**config.mk**
```make
export PLATFORM = sky130hd
export DESIGN_NAME = pwm_multi
export DESIGN_NICKNAME = d
export VERILOG_FILES = /design/src/rtl/pwm_multi.sv
export SDC_FILE = /design/constraint.sdc
export NUM_CORES = 1
export LEC_CHECK = 0
export CAP_MARGIN = 30
export CORE_MARGIN = 3
export CORE_UTILIZATION = 55
export CTS_BUF_LIST = sky130_fd_sc_hd__clkbuf_8
export DETAILED_ROUTE_END_ITERATION = 7
export GPL_TIMING_DRIVEN = 0
export PLACE_DENSITY = 0.76
export SYNTH_ARGS = -nofsm -noshare
export SYNTH_HDL_FRONTEND = slang
export SYNTH_SLANG_ARGS = --single-unit
```
**constraint.sdc**
```tcl
create_clock -name clk -period 2.8 [get_ports clk]
set_input_delay 0.28 -clock clk [delete_from_list [all_inputs] [get_ports clk]]
set_output_delay 0.28 -clock clk [all_outputs]
set_load 0.1 [all_outputs]
```
**src/rtl/pwm_multi.sv**
```systemverilog
// rtl/pwm_multi.sv - multi-channel PWM with prescaler, edge/center counting and shadowed period/mode/duty
`timescale 1ns/1ps

module pwm_multi #(
  parameter int WIDTH    = 7,
  parameter int CHANNELS = 4,
  parameter int PRESC_W  = 11
) (
  input  logic                      clk,
  input  logic                      rst_n,
  input  logic                      en,
  input  logic [PRESC_W-1:0]        presc,
  input  logic                      wr,
  input  logic [WIDTH-1:0]          period,
  input  logic                      mode,
  input  logic [CHANNELS*WIDTH-1:0] duty,
  output logic [CHANNELS-1:0]       pwm_out,
  output logic                      e,
  output logic [WIDTH-1:0]          tcr,
  output logic                      upd_pend
);

  logic [1:0]                sync_q, sync_d;
  logic [PRESC_W-1:0]        presc_cnt_q, presc_cnt_d;
  logic [WIDTH-1:0]          tcr_q, tcr_d;
  logic                      dir_q, dir_d;
  logic                      pend_q, pend_d;
  logic [WIDTH-1:0]          st_period_q, st_period_d;
  logic                      st_mode_q, st_mode_d;
  logic [CHANNELS*WIDTH-1:0] st_duty_q, st_duty_d;
  logic [WIDTH-1:0]          act_period_q, act_period_d;
  logic                      act_mode_q, act_mode_d;
  logic [CHANNELS*WIDTH-1:0] act_duty_q, act_duty_d;
  logic [CHANNELS-1:0]       pwm_q, pwm_d;
  logic                      e_q, e_d;

  logic run;
  logic tick;
  logic start;
  logic transfer;

  // Counting is held off until the reset release has passed through two flops.
  assign run  = en & sync_q[1];
  assign tick = run && (presc_cnt_q == presc);

  always_comb begin
    sync_d      = {sync_q[0], 1'b1};
    presc_cnt_d = (!run || tick) ? '0 : presc_cnt_q + 1'b1;
    tcr_d       = tcr_q;
    dir_d       = dir_q;
    start       = 1'b0;

    if (!run) begin
      tcr_d = '0;
      dir_d = 1'b0;
    end else if (tick) begin
      if (act_period_q == '0) begin
        tcr_d = '0;
        start = 1'b1;
      end else if (!act_mode_q) begin
        if (tcr_q >= act_period_q) begin
          tcr_d = '0;
          start = 1'b1;
        end else begin
          tcr_d = tcr_q + 1'b1;
        end
      end else if (!dir_q) begin
        if (tcr_q >= act_period_q) begin
          tcr_d = act_period_q - 1'b1;
          if (act_period_q == WIDTH'(1)) start = 1'b1;
          else dir_d = 1'b1;
        end else begin
          tcr_d = tcr_q + 1'b1;
        end
      end else begin
        if (tcr_q <= WIDTH'(1)) begin
          tcr_d = '0;
          start = 1'b1;
        end else begin
          tcr_d = tcr_q - 1'b1;
        end
      end
      if (start) dir_d = 1'b0;
    end

    // A write landing on the transfer edge stays pending; the transfer takes the older staging.
    transfer     = pend_q && (start || !run);
    act_period_d = transfer ? st_period_q : act_period_q;
    act_mode_d   = transfer ? st_mode_q   : act_mode_q;
    act_duty_d   = transfer ? st_duty_q   : act_duty_q;

    st_period_d = wr ? period : st_period_q;
    st_mode_d   = wr ? mode   : st_mode_q;
    st_duty_d   = wr ? duty   : st_duty_q;
    pend_d      = wr ? 1'b1 : (transfer ? 1'b0 : pend_q);

    e_d   = start;
    pwm_d = '0;
    for (int i = 0; i < CHANNELS; i++) begin
      pwm_d[i] = run && (tcr_q < act_duty_q[i*WIDTH +: WIDTH]);
    end
  end

  always_ff @(posedge clk or negedge rst_n) begin
    if (!rst_n) begin
      sync_q       <= '0;
      presc_cnt_q  <= '0;
      tcr_q        <= '0;
      dir_q        <= 1'b0;
      pend_q       <= 1'b0;
      st_period_q  <= '1;
      st_mode_q    <= 1'b0;
      st_duty_q    <= '0;
      act_period_q <= '1;
      act_mode_q   <= 1'b0;
      act_duty_q   <= '0;
      pwm_q        <= '0;
      e_q          <= 1'b0;
    end else begin
      sync_q       <= sync_d;
      presc_cnt_q  <= presc_cnt_d;
      tcr_q        <= tcr_d;
      dir_q        <= dir_d;
      pend_q       <= pend_d;
      st_period_q  <= st_period_d;
      st_mode_q    <= st_mode_d;
      st_duty_q    <= st_duty_d;
      act_period_q <= act_period_d;
      act_mode_q   <= act_mode_d;
      act_duty_q   <= act_duty_d;
      pwm_q        <= pwm_d;
      e_q          <= e_d;
    end
  end

  assign pwm_out  = pwm_q;
  assign e        = e_q;
  assign tcr      = tcr_q;
  assign upd_pend = pend_q;

endmodule

```
==> flow_summary.toml <==
[synthesis]
yosysTopAreaCellShare_pct = 39.0
synthSimpleGateAreaFrac_pct = 11.5
avgSynthCellArea_um2 = 11.4
ys_top_cells_by_count = "dfrtp_1 (85), nand2_1 (51), mux2_2 (39), ha_1 (37), inv_1 (36)"
async_flop_share_pct = 100
postSynthCellCount = 477
synth_top_area_cell = "dfrtp_1"
synth_nets = 565
synth_warnings = 0
synthMuxAreaShare_pct = 9.82
yosysUniqueCellTypes = 61
synth_edf_count = 0
ys_ff_latch = 99
netlist_area_um2 = 5460
synth_compound_area_share_pct = 14.7
ys.flop_type = "dfrtp_1"
synthAdderAreaFrac_pct = 8.49
synth_top_family_by_area = "compound AO/OA/AOI/OAI gates"
synth_seq_area_share_pct = 45.7
synth.area.top_cells = "dfrtp_1 (39%), ha_1 (8.5%), mux2_2 (8.1%), o22ai_2 (7.1%), dfstp_2 (6.7%)"
synth_xor_area_share_pct = 4.50
yosysMostFrequentCell = "dfrtp_1"

[power_and_ir_drop]
p_leak_nw = 2.89
power_density_nw_per_um2 = 554
p_int_mw = 2.50
p_sw_share_pct = 30.9
power_frac_clock_pct = 27.2
power_frac_comb_pct = 24.9
seqPwrFrac_pct = 47.9
switchingPower_mw = 1.11
peakVddDrop_mv = 0.333

[placed_design]
gp_congestion = 0.889
place_hpwl_mm = 8.44
port_buffers = 62

[cts]
root_buffer = "clkbuf_8"
cts_tree = "built"
clock_path_buffers = 2
path_clk_slew_ns = 0.10
htree_levels = 3
cts_made_buffers = 9
cts.sinks = 99
clk_latency_ns = 0.37

[timing]
hold_violations = 0
final.min_clock_period_ns = 2.63
finalSetupViolCount = 0
drv_slew = 0
finalCritPeriodShare_pct = 94.0
worst_pin_slew_ns = 0.971
rsz0062_at_grt = "false"
fin_skew_ns = 0.0167
tns_ns = 0
fmax_ghz = 0.380
slew_headroom_pct = 35.1

[worst_setup_path]
start_kind = "flip-flop"
cp_num_buf_inv = 3
cpPeakStageDelay_ns = 0.59
worstPathRequired_ns = 3.10
rrSetupSlack_ns = 0.17
crit_slowest_cell = "dfstp_2"
crit_fanout = 10
setup.worst_path.class = "reg -> reg"
cp_data_arrival_time_ns = 2.93
crit_chain = "inv_1 > ha_1 > a21o_1 > a31oi_1 > o221ai_2 > clkbuf_1 > nor4b_4 > buf_4 > nand3b_1 > nand4_1"
endpoint_kind = "flip-flop"
crit_family = "flip-flops"

[final_layout]
fin_nets = 642
finalCoreUtilization_pct = 68.9
final_layout_size_suffix_gt1_share_pct = 24.0
syn_to_final_growth_pct = 19.5
multi_input_area_um2 = 2690
regArea_um2 = 2500
diodes = 0
fillers = 742

[route]
num_vias = 3787
antenna_left = 0
vias_per_cell = 5.50
drt_iter0_markers = 123
routed_wl_mm = 11.5
drc = 0
wl_per_cell_um = 16.8
drtPass1Iterations = 4

[die]
std_cell_rows = 35
io_pins = 64
die_x_um = 106
start_util_pct = 57.7
coreArea_um2 = 9460
die-area_um2 = 11100
die_h_um = 106

[grt]
grt_max_degree = 56
overflow = 0
antenna_found_initial = 0
grtUsageMet3_pct = 4.35
grt_pass1_vias = 3818
met2_usage_pct = 35.5
grt_pass1_wl_mm = 19.0
track_usage_pct = 21.5
top_usage_layer = "met2"
grt_use_met1_pct = 29.0

[outcome]
status = "completed"

[flow_run]
max_cap_violations = 0

[min_path]
hp-class = "reg -> reg"
[flip-flops by register name, indices dropped and copies added, names as in the netlist]
register,count
st_mode_q,1
act_mode_q,1
presc_cnt_q,11
e,1
tcr,7
st_duty_q,28
act_duty_q,28
sync_q,2
upd_pend,1
dir_q,1
pwm_out,4
st_period_q,7
act_period_q,7
[routing by layer]
metal / routed length (um) / vias up / share of wire (%)
met2: 5680 / 67 / 49
met5: 0 / - / 0
met3: 417 / 13 / 3.6
li1: - / 1833 / -
met1: 5290 / 1874 / 46
met4: 149 / 0 / 1.3
[path summary, 6_finish.rpt]
| check | startpoint | endpoint | depth (start not counted) |
|---|---|---|---|
| worst max-delay path | act_period_q[2] | tcr[2] | 10 |
| worst min-delay path | sync_q[0] | sync_q[1] | 0 |
| worst max register to register | act_period_q[2] | tcr[2] | 10 |
| worst min register to register | sync_q[0] | sync_q[1] | 0 |
| max in group asynchronous | rst_n | act_period_q[6] | 3 |
| min in group asynchronous | rst_n | presc_cnt_q[6] | 2 |
[layout make-up]
class	count	area share, %
clock buffers	9	1.90
flip-flops and latches	99	38.3
multi-input cells	320	41.2
clock inverters	7	1.38
well taps	129	2.48
repair buffers	66	10.3
plain buffers	21	2.25
inverters	37	2.13
[cell families (layout without fill, tap and decap cells)]
kind of cell / count (synthesis) / in the layout
DFF: 99 / 99
AOI/OAI and AO/OA: 87 / 87
adders and majority gates: 37 / 37
xor gates and xnor gates: 28 / 28
buffers and inverters: 58 / 140
and+or+nand+nor: 121 / 121
muxes: 46 / 46
other: 1 / 1
[metrics by stage]
| step | hold WS (ns) | power, mW | cells | area (um^2) | setup slack, ns |
|---|---|---|---|---|---|
| 3_5_place_dp | 0.313 | 2.66 | 669 | 6270 | 0.113 |
| 5_1_grt | 0.381 | 3.80 | 688 | 6520 | 0.0391 |
| 4_1_cts | 0.369 | 3.64 | 686 | 6490 | 0.0870 |
| 2_1_floorplan | -0.0156 | 2.38 | 477 | 5460 | 0.0256 |
| 3_3_place_gp | 0.335 | 2.62 | 668 | 6240 | -2.55 |
| 6_report | 0.365 | 3.61 | 688 | 6520 | 0.167 |
[power groups by stage]
stage	combinational [mW]	sequential (mW)	clock (mW)
final	0.900	1.73	0.981
after global placement	0.866	1.75	0
after global routing	0.988	1.75	1.07
after floorplan	0.618	1.77	0
after CTS	0.904	1.73	1.01
after detailed placement	0.899	1.76	0
[what timing repair did]
item / 4_1_cts / 5_1_grt
gates resized for setup: 0 / 3
setup buffers: 0 / 2
endpoints found under the hold margin: 31 / 0
endpoints found under the setup margin: 0 / 30
hold buffers: 1 / 0
[cells in the final DEF, fill, tap and decap left out, types with 4 or more instances in the layout]
cell / count
a2111oi_0: 4
a211oi_1: 4
a21boi_0: 4
a21oi_1: 6
and2_1: 4
and3_1: 5
clkbuf_1: 12
clkbuf_8: 9
clkdlybuf4s50_1: 61
dfrtp_1: 81
dfrtp_2: 4
dfstp_2: 14
ha_1: 37
inv_1: 36
mux2_2: 39
mux2_4: 5
nand2_1: 51
nand3_1: 9
nor2_1: 32
o21a_1: 4
o21ai_1: 8
o22ai_2: 31
xnor2_1: 13
xor2_1: 15
Note: power is estimated with default switching activity, not from simulation.
